File: config.mk
export PLATFORM = sky130hd
export DESIGN_NAME = pipe_ctrl
export DESIGN_NICKNAME = d
export VERILOG_FILES = /design/src/rtl/pipe_ctrl.sv
export SDC_FILE = /design/constraint.sdc
export NUM_CORES = 1
export LEC_CHECK = 0
export BUFFER_PORTS_ARGS = -buffer_cell sky130_fd_sc_hd__buf_2
export CAP_MARGIN = 20
export CORE_ASPECT_RATIO = 1.5
export CORE_MARGIN = 10
export CORE_UTILIZATION = 44
export CTS_CLUSTER_SIZE = 8
export DETAILED_ROUTE_END_ITERATION = 10
export GPL_TIMING_DRIVEN = 0
export PLACE_DENSITY = 0.76
export REMOVE_ABC_BUFFERS = 1
export SYNTH_ARGS = -nofsm -noshare
export SYNTH_HDL_FRONTEND = slang
export SYNTH_SLANG_ARGS = --single-unit
File: constraint.sdc
create_clock -name clk -period 2.3 [get_ports clk]
set_input_delay 0.23 -clock clk [delete_from_list [all_inputs] [get_ports clk]]
set_output_delay 0.23 -clock clk [all_outputs]
set_load 0.02 [all_outputs]
File: src/rtl/pipe_ctrl.sv
// Central pipeline controller: merges stall requests into the stage stall vector,
// sequences exception flushes with a drain window, and monitors stall behaviour.
module pipe_ctrl #(
  parameter int unsigned  TIMEOUT      = 1024,
  parameter int unsigned  DRAIN_CYCLES = 2,
  parameter logic [31:0]  INT_VECTOR   = 32'h00000020,
  parameter logic [31:0]  EXC_VECTOR   = 32'h00000040
) (
  input  logic        clk,
  input  logic        rst,
  input  logic        stallreq_if,
  input  logic        stallreq_id,
  input  logic        stallreq_ex,
  input  logic        stallreq_mem,
  input  logic [31:0] excepttype,
  input  logic [31:0] cp0_epc,
  output logic [5:0]  stall,
  output logic        flush,
  output logic [31:0] new_pc,
  output logic        stall_timeout,
  output logic [31:0] stall_cycles
);

  typedef enum logic {RUN, DRAIN} state_t;

  localparam logic [3:0]  DRAIN_LOAD = 4'(DRAIN_CYCLES - 1);
  localparam logic [15:0] WDOG_LIMIT = 16'(TIMEOUT);

  state_t      state, state_nxt;
  logic [3:0]  drain_cnt, drain_cnt_nxt;
  logic [15:0] wdog, wdog_nxt;

  always_comb begin
    state_nxt     = state;
    drain_cnt_nxt = drain_cnt;
    stall         = '0;
    flush         = 1'b0;
    new_pc        = '0;
    unique case (state)
      RUN: begin
        if (stallreq_mem) begin
          // A pending exception waits behind the memory stall.
          stall = 6'b011111;
        end else if (excepttype != '0) begin
          flush         = 1'b1;
          state_nxt     = DRAIN;
          drain_cnt_nxt = DRAIN_LOAD;
          case (excepttype)
            32'h00000001:                             new_pc = INT_VECTOR;
            32'h00000008, 32'h0000000a,
            32'h0000000c, 32'h0000000d:               new_pc = EXC_VECTOR;
            32'h0000000e:                             new_pc = cp0_epc;
            default:                                  new_pc = EXC_VECTOR;
          endcase
        end else if (stallreq_ex) begin
          stall = 6'b001111;
        end else if (stallreq_id) begin
          stall = 6'b000111;
        end else if (stallreq_if) begin
          stall = 6'b000011;
        end
      end
      DRAIN: begin
        if (drain_cnt == '0) state_nxt = RUN;
        else                 drain_cnt_nxt = drain_cnt - 4'd1;
      end
      default: state_nxt = RUN;
    endcase
    // Outputs are forced quiet for the whole time reset is held.
    if (rst) begin
      stall  = '0;
      flush  = 1'b0;
      new_pc = '0;
    end
  end

  always_comb begin
    wdog_nxt = '0;
    if (state == RUN && stall[0])
      wdog_nxt = (wdog == WDOG_LIMIT) ? wdog : wdog + 16'd1;
  end

  always_ff @(posedge clk or posedge rst) begin
    if (rst) begin
      state         <= RUN;
      drain_cnt     <= '0;
      wdog          <= '0;
      stall_timeout <= 1'b0;
      stall_cycles  <= '0;
    end else begin
      state     <= state_nxt;
      drain_cnt <= drain_cnt_nxt;
      wdog      <= wdog_nxt;
      if (wdog_nxt == WDOG_LIMIT) stall_timeout <= 1'b1;
      if (stall != '0)            stall_cycles  <= stall_cycles + 32'd1;
    end
  end

endmodule

==> run_results.csv, run 1 <==
group,metric,value,unit
worst_setup_path,slowest_stage,"or4_4",
die,die_w,88.5,microns
pwr,power_frac_comb,23.8,%
global_route,gr-usage-all-layers,17.7,%
hold_path,min_path_type,"in -> reg",
sta,rsz0062_at_grt,"true",
detailed_routing,viasPerCell,5.37,
clock_tree,htreeDepth,2,
yosys,synth_area,3100,sq um
yosys,ys_dominant_reg_cell,"dfrtp_1",
detailed_routing,drc,0,
cells_and_area,fin_area,4400,sq um
worst_setup_path,path_delay_family,"simple AND/OR/NAND/NOR gates",
clock_tree,cts-root-buf,"clkbuf_8",
worst_setup_path,path_common_cell,"buf_6",
yosys,synthTopCellsByArea,"dfrtp_1 (44%), xnor2_1 (6.8%), xor2_1 (6.8%)",
yosys,synth-async-reset-ratio,100,%
placement,dp_cells,555,
die,start_util,45.2,%
yosys,yosysSeqAreaShare,43.6,%
sta,setup_viol,17,
die,core,6850,sq um
detailed_routing,firstDrtPassIters,4,
sta,drv_slew,0,
sta,worst_slack,-33.8,ps
global_route,antenna_found_initial,0,
yosys,synth.distinct_cells,39,
sta,hold_viol,0,
worst_setup_path,cp-start-kind,"input port",
pwr,switchingPower,0.000750,W
worst_setup_path,critical_path_class,"in -> out",
yosys,yosys.area.top_type,"dfrtp_1",
yosys,syn_avg_cell_area,8.98,sq um
pwr,power.internal,0.00158,W
cells_and_area,area.growth.synth_to_final,41.9,%
yosys,synth.top_cells.by_count,"dfrtp_1 (54), nor2_1 (48), and2_1 (32), nand2_1 (27)",
worst_setup_path,path_buf_inv,4,
sta,worst_slew_pin_slew,643,ps
yosys,synth_top_area_share,43.6,%
die,die_height,123,microns
detailed_routing,drt_iter0_drc,147,
clock_tree,path_clk_slew,100,ps
pwr,power.clock.fraction,27.8,%
cells_and_area,n_antenna_cell,0,
outcome,violations,"setup timing",
clock_tree,cts.sinks,54,
worst_setup_path,worstPathRequired,2070,ps
pwr,sw_frac_of_total,32.3,%
cells_and_area,fin_util,64.2,%
pwr,cellLeakagePower,2.20,nW
yosys,yosysMostFrequentCell,"dfrtp_1",
detailed_routing,wire_per_inst,18.4,microns
pwr,power_density,529,nW/um^2
yosys,ys_warn_count,0,
worst_setup_path,endpoint_kind,"output pin",
cells_and_area,num-nets-final,571,
die,dieArea,10900,sq um
die,rows,37,
yosys,synth_edf_count,0,
placement,buffer_ports.inserted,140,
pwr,pwr-share-seq,48.4,%
worst_setup_path,path_max_fanout,13,
worst_setup_path,crit_arrival,2100,ps
global_route,grt_max_degree,32,
sta,fin_hold_ws,392,ps
hold_path,min_from,"rst",
worst_setup_path,r2r-start,"state",
detailed_routing,postRouteAntennaNets,0,
sta,final.setup_skew,11.7,ps
die,io_pins,142,
sta,max_freq,0.428,GHz
placement,dpl_cell_area,3870,sq um
placement,dp_hpwl,7.92,mm
worst_setup_path,cp_cell_sequence,"buf_6 -> or4_4 -> or3_4 -> nand4b_1 -> buf_6 -> nor2_4 -> buf_12 -> and2_1 -> buf_6",
detailed_routing,drt-total-wl,10.6,mm
job,cap_violations,0,
sta,fin_crit,2330,ps
global_route,grt_pass1_wl,15.2,mm
outcome,status,"finished, violations left",
worst_setup_path,critPathMaxStageDelay,520,ps
clock_tree,cts_buffers,5,
yosys,synth.ff_latch_count,54,
yosys,netlist_instances,345,
placement,pre_cts_slack,-864,ps
clock_tree,cts_tree,"yes",
global_route,grt_remaining_overflow,0,
sta,max_slew_margin,56.8,%
cells_and_area,num-fill-cells,569,
clock_tree,cts_buffer_depth,2,
global_route,grt_pass1_vias,3096,
detailed_routing,num_vias,3090,
placement,gp_congestion,0.879,
clock_tree,clock_latency,320,ps
cells_and_area,post_layout_nonfiller_instances,575,
pwr,max-vdd-ir-drop,0.569,mV
worst_setup_path,crit_path_start,"excepttype[10]",
sta,period_share,101,%
cells_and_area,drive_gt1_share,38.8,%
worst paths after layout:
check                              endpoint  slack (ps)  cells past startpoint
setup / recovery                 new_pc[15]         -30                      9
hold / removal                     wdog[15]         390                      4
setup reg to reg           stall_cycles[31]         100                      5
hold reg to reg            stall_cycles[31]         480                      1
max in group asynchronous  stall_cycles[19]        1200                      4
min in group asynchronous             state         550                      3
flip-flops by register name, indices dropped and copies added, names as in the netlist:
register	count
stall_cycles	32
wdog	16
drain_cnt	4
stall_timeout	1
state	1
kinds of logic (layout without fill, tap and decap cells):
group	count (synthesis)	in the layout	share of synthesized area (%)
other	1	1	0.121
AO/OA/AOI/OAI	19	19	4.93
adder cells (fa/ha/maj)	5	5	2.02
flip-flops	54	54	43.6
multiplexers	5	5	1.66
buffers and inverters	24	173	3.19
AND/OR/NAND/NOR	189	192	30.9
XOR/XNOR	48	48	13.6
metal layers:
layer,track usage [%],wire (microns),part of all wire (%)
met1,18.3,3910,37
met2,32.0,5300,50
met3,5.84,1150,11
met4,6.69,211,2.0
met5,0,0,0
through the flow:
step	setup TNS [ps]	power (W)
after CTS	-1560	0.00232
after global routing	-1860	0.00244
after detailed placement	-38570	0.00167
after global placement	-36520	0.00164
after floorplan	-7910	0.00145
final	-305	0.00233
placed cells by master, fill, tap and decap left out, drive strengths merged, types with 2 or more instances in the layout:
cell        n
and2       33
dfrtp      54
and4        2
or3         4
mux2i       4
nor4       12
nand4      13
clkbuf      5
nand2b      2
nand3      22
o21a        4
xnor2      24
nor2       50
inv        15
nand2      28
xor2       24
a21boi      3
ha          5
nor3       17
nand4b      2
buf       149
a21oi       5
clkinvlp    2
and3        4
power groups by stage:
stage	clock, W	combinational [W]	sequential (W)
floorplan	0	0.000279	0.00117
global placement	0	0.000499	0.00114
detailed placement	0	0.000525	0.00114
CTS	0.000657	0.000538	0.00113
global route	0.000692	0.000610	0.00114
finish	0.000647	0.000553	0.00113
cell type report:
type                            count  area (sq um)  area share (%)
Clock buffer                        5          68.8            1.56
Timing Repair Buffer              150           977            22.2
Clock inverter                      3          45.0            1.02
Inverter                           15          56.3            1.28
Multi-Input combinational cell    270          1800            41.0
Tap cell                           78          97.6            2.22
Sequential cell                    54          1350            30.7
repair_timing:
item / in CTS / in global routing
gates cloned: 1 / 2
endpoints found under the setup margin: 48 / 46
pin swaps: 10 / 16
endpoints found under the hold margin: 23 / 0
hold buffers: 1 / 0
setup buffers: 4 / 4
resized for setup: 55 / 36
worst register-to-register path: cells and delay by family (launching register included):
| kind | cells | cell delay [ps] |
|---|---|---|
| XOR/XNOR | 1 | 160 |
| flip-flops | 1 | 460 |
| AND/OR/NAND/NOR | 4 | 1510 |
Power figures use the tool's default switching activity.
==> run 2: changes to the inputs <==
--- a/config.mk
+++ b/config.mk
@@ -14,6 +14,7 @@
 export DETAILED_ROUTE_END_ITERATION = 10
 export GPL_TIMING_DRIVEN = 0
 export PLACE_DENSITY = 0.76
+export RECOVER_POWER = 50
 export REMOVE_ABC_BUFFERS = 1
 export SYNTH_ARGS = -nofsm -noshare
 export SYNTH_HDL_FRONTEND = slang
==> run_results.csv, run 2 (synthesized netlist as in run 1, its figures left out) <==
group,metric,value,unit
die,rows,37,
placement,pre_cts_slack,-864,ps
sta,drv_slew,0,
sta,setup_viol,17,
sta,fin_crit,2330,ps
die,die_height,123,microns
worst_setup_path,slowest_stage,"or4_4",
pwr,power_density,533,nW/um^2
sta,worst_slack,-34.4,ps
detailed_routing,wl_met3,1.21,mm
pwr,max-vdd-ir-drop,0.569,mV
global_route,grt_max_degree,32,
cells_and_area,area.growth.synth_to_final,40.6,%
die,start_util,45.2,%
clock_tree,cts_buffer_depth,2,
cells_and_area,n_antenna_cell,0,
sta,period_share,101,%
sta,timing.setup.tns,-316,ps
worst_setup_path,endpoint_kind,"output pin",
clock_tree,cts.sinks,54,
clock_tree,cts_buffers,5,
placement,buffer_ports.inserted,140,
detailed_routing,num_vias,3100,
cells_and_area,num-fill-cells,577,
worst_setup_path,path_common_cell,"buf_6",
detailed_routing,m1WireLength,3.84,mm
die,core,6850,sq um
clock_tree,cts_tree,"yes",
worst_setup_path,critPathMaxStageDelay,520,ps
detailed_routing,viasPerCell,5.39,
sta,max_slew_margin,40.7,%
cells_and_area,largest_reg_flops,32,
detailed_routing,postRouteAntennaNets,0,
detailed_routing,drc,0,
worst_setup_path,cp_cell_sequence,"buf_6 -> or4_4 -> or3_4 -> nand4b_1 -> buf_6 -> nor2_4 -> buf_12 -> and2_1 -> buf_6",
pwr,total_power,0.00232,W
sta,final.setup_skew,10.9,ps
die,die_w,88.5,microns
sta,max_freq,0.428,GHz
pwr,cellLeakagePower,2.12,nW
cells_and_area,drive_gt1_share,34.6,%
global_route,grt_pass1_wl,15.2,mm
sta,worst_slew_pin_slew,889,ps
detailed_routing,met2_length,5.30,mm
outcome,violations,"setup timing",
detailed_routing,firstDrtPassIters,4,
sta,hold_viol,0,
cells_and_area,fin_area,4360,sq um
global_route,grt_pass1_vias,3096,
clock_tree,htreeDepth,2,
worst_setup_path,path_max_fanout,13,
cells_and_area,final_cell_mix,"buf_2 (88), dfrtp_1 (54), nor2_1 (47)",
cells_and_area,largest-register,"stall_cycles",
worst_setup_path,cp-start-kind,"input port",
sta,rsz0062_at_grt,"true",
job,cap_violations,0,
cells_and_area,regArea,1350,sq um
clock_tree,cts-root-buf,"clkbuf_8",
clock_tree,clock_latency,320,ps
outcome,status,"finished, violations left",
cells_and_area,top_regs,"stall_cycles x32, wdog x16, drain_cnt x4",
worst_setup_path,worstPathRequired,2070,ps
die,dieArea,10900,sq um
cells_and_area,num-nets-final,571,
placement,gp_congestion,0.879,
worst_setup_path,crit_arrival,2100,ps
worst_setup_path,critical_path_class,"in -> out",
placement,dp_hpwl,7.92,mm
cells_and_area,final_common_cell,"buf_2",
detailed_routing,drt_iter0_drc,127,
global_route,gr-usage-all-layers,17.7,%
global_route,antenna_found_initial,0,
die,io_pins,142,
cells_and_area,multi_input_area,1800,sq um
placement,dpl_cell_area,3870,sq um
clock_tree,path_clk_slew,100,ps
hold_path,min_path_type,"in -> reg",
detailed_routing,wire_per_inst,18.4,microns
detailed_routing,dr.max_layer_used,"met4",
global_route,grt_remaining_overflow,0,
detailed_routing,drt-total-wl,10.6,mm
==> run 2: cell types whose count changed in the layout (fill, tap and decap cells not counted) <==
cell | previous run | this run
inv_2 | 2 | 1
clkbuf_2 | 0 | 1
clkbuf_1 | 0 | 20
buf_2 | 108 | 88
inv_1 | 13 | 14
buf_12 | 2 | 1
==> run 2: timing repair <==
action	in CTS	in global routing
endpoints found under the hold margin	23	0
buffers inserted	4	4
pin swaps	10	16
endpoints found under the setup margin	48	46
gates cloned	1	2
hold buffers	1	0
gates resized for setup	55	36
==> run 2: worst max-delay path, delay by kind of cell <==
family,cells,cell delay (ps)
and+or+nand+nor,5,1350
buffers and inverters,4,530
==> run 2: final timing paths <==
check | start | to | slack, ps | cells after the start
worst max-delay path | excepttype[10] | new_pc[15] | -30 | 9
worst min-delay path | rst | wdog[15] | 390 | 4
worst max register to register | state | stall_cycles[31] | 100 | 5
worst min register to register | stall_cycles[31] | stall_cycles[31] | 480 | 1
max in group asynchronous | rst | stall_cycles[19] | 370 | 4
min in group asynchronous | rst | state | 680 | 3
==> run 2: final cells by class <==
class	instances	area share [%]
Clock inverter	3	1.03
Sequential cell	54	31.0
Clock buffer	5	1.58
Inverter	15	1.29
Multi-Input combinational cell	270	41.3
Timing Repair Buffer	150	21.5
Tap cell	78	2.24
==> run 2: where the power goes <==
part / internal, W / total [W] / leakage (nW) / switching, W
clock network: 0.000324 / 0.000650 / 0.0504 / 0.000326
registers: 0.00103 / 0.00113 / 0.722 / 0.0000943
logic: 0.000213 / 0.000546 / 1.34 / 0.000333
==> run 2: per-stage QoR <==
step / util (%) / cells / hold WS, ps
finish: 63.6 / 575 / 387
global route: 63.6 / 575 / 427
CTS: 61.6 / 569 / 443
detailed placement: 56.6 / 555 / 333
global placement: 56.3 / 554 / 447
floorplan: - / 336 / 506
==> run 2: layer usage <==
layer / vias up / GRT usage, %
met3: 14 / 5.84
met1: 1447 / 18.3
met2: 167 / 32.0
li1: 1472 / -
met5: - / 0
met4: 0 / 6.69
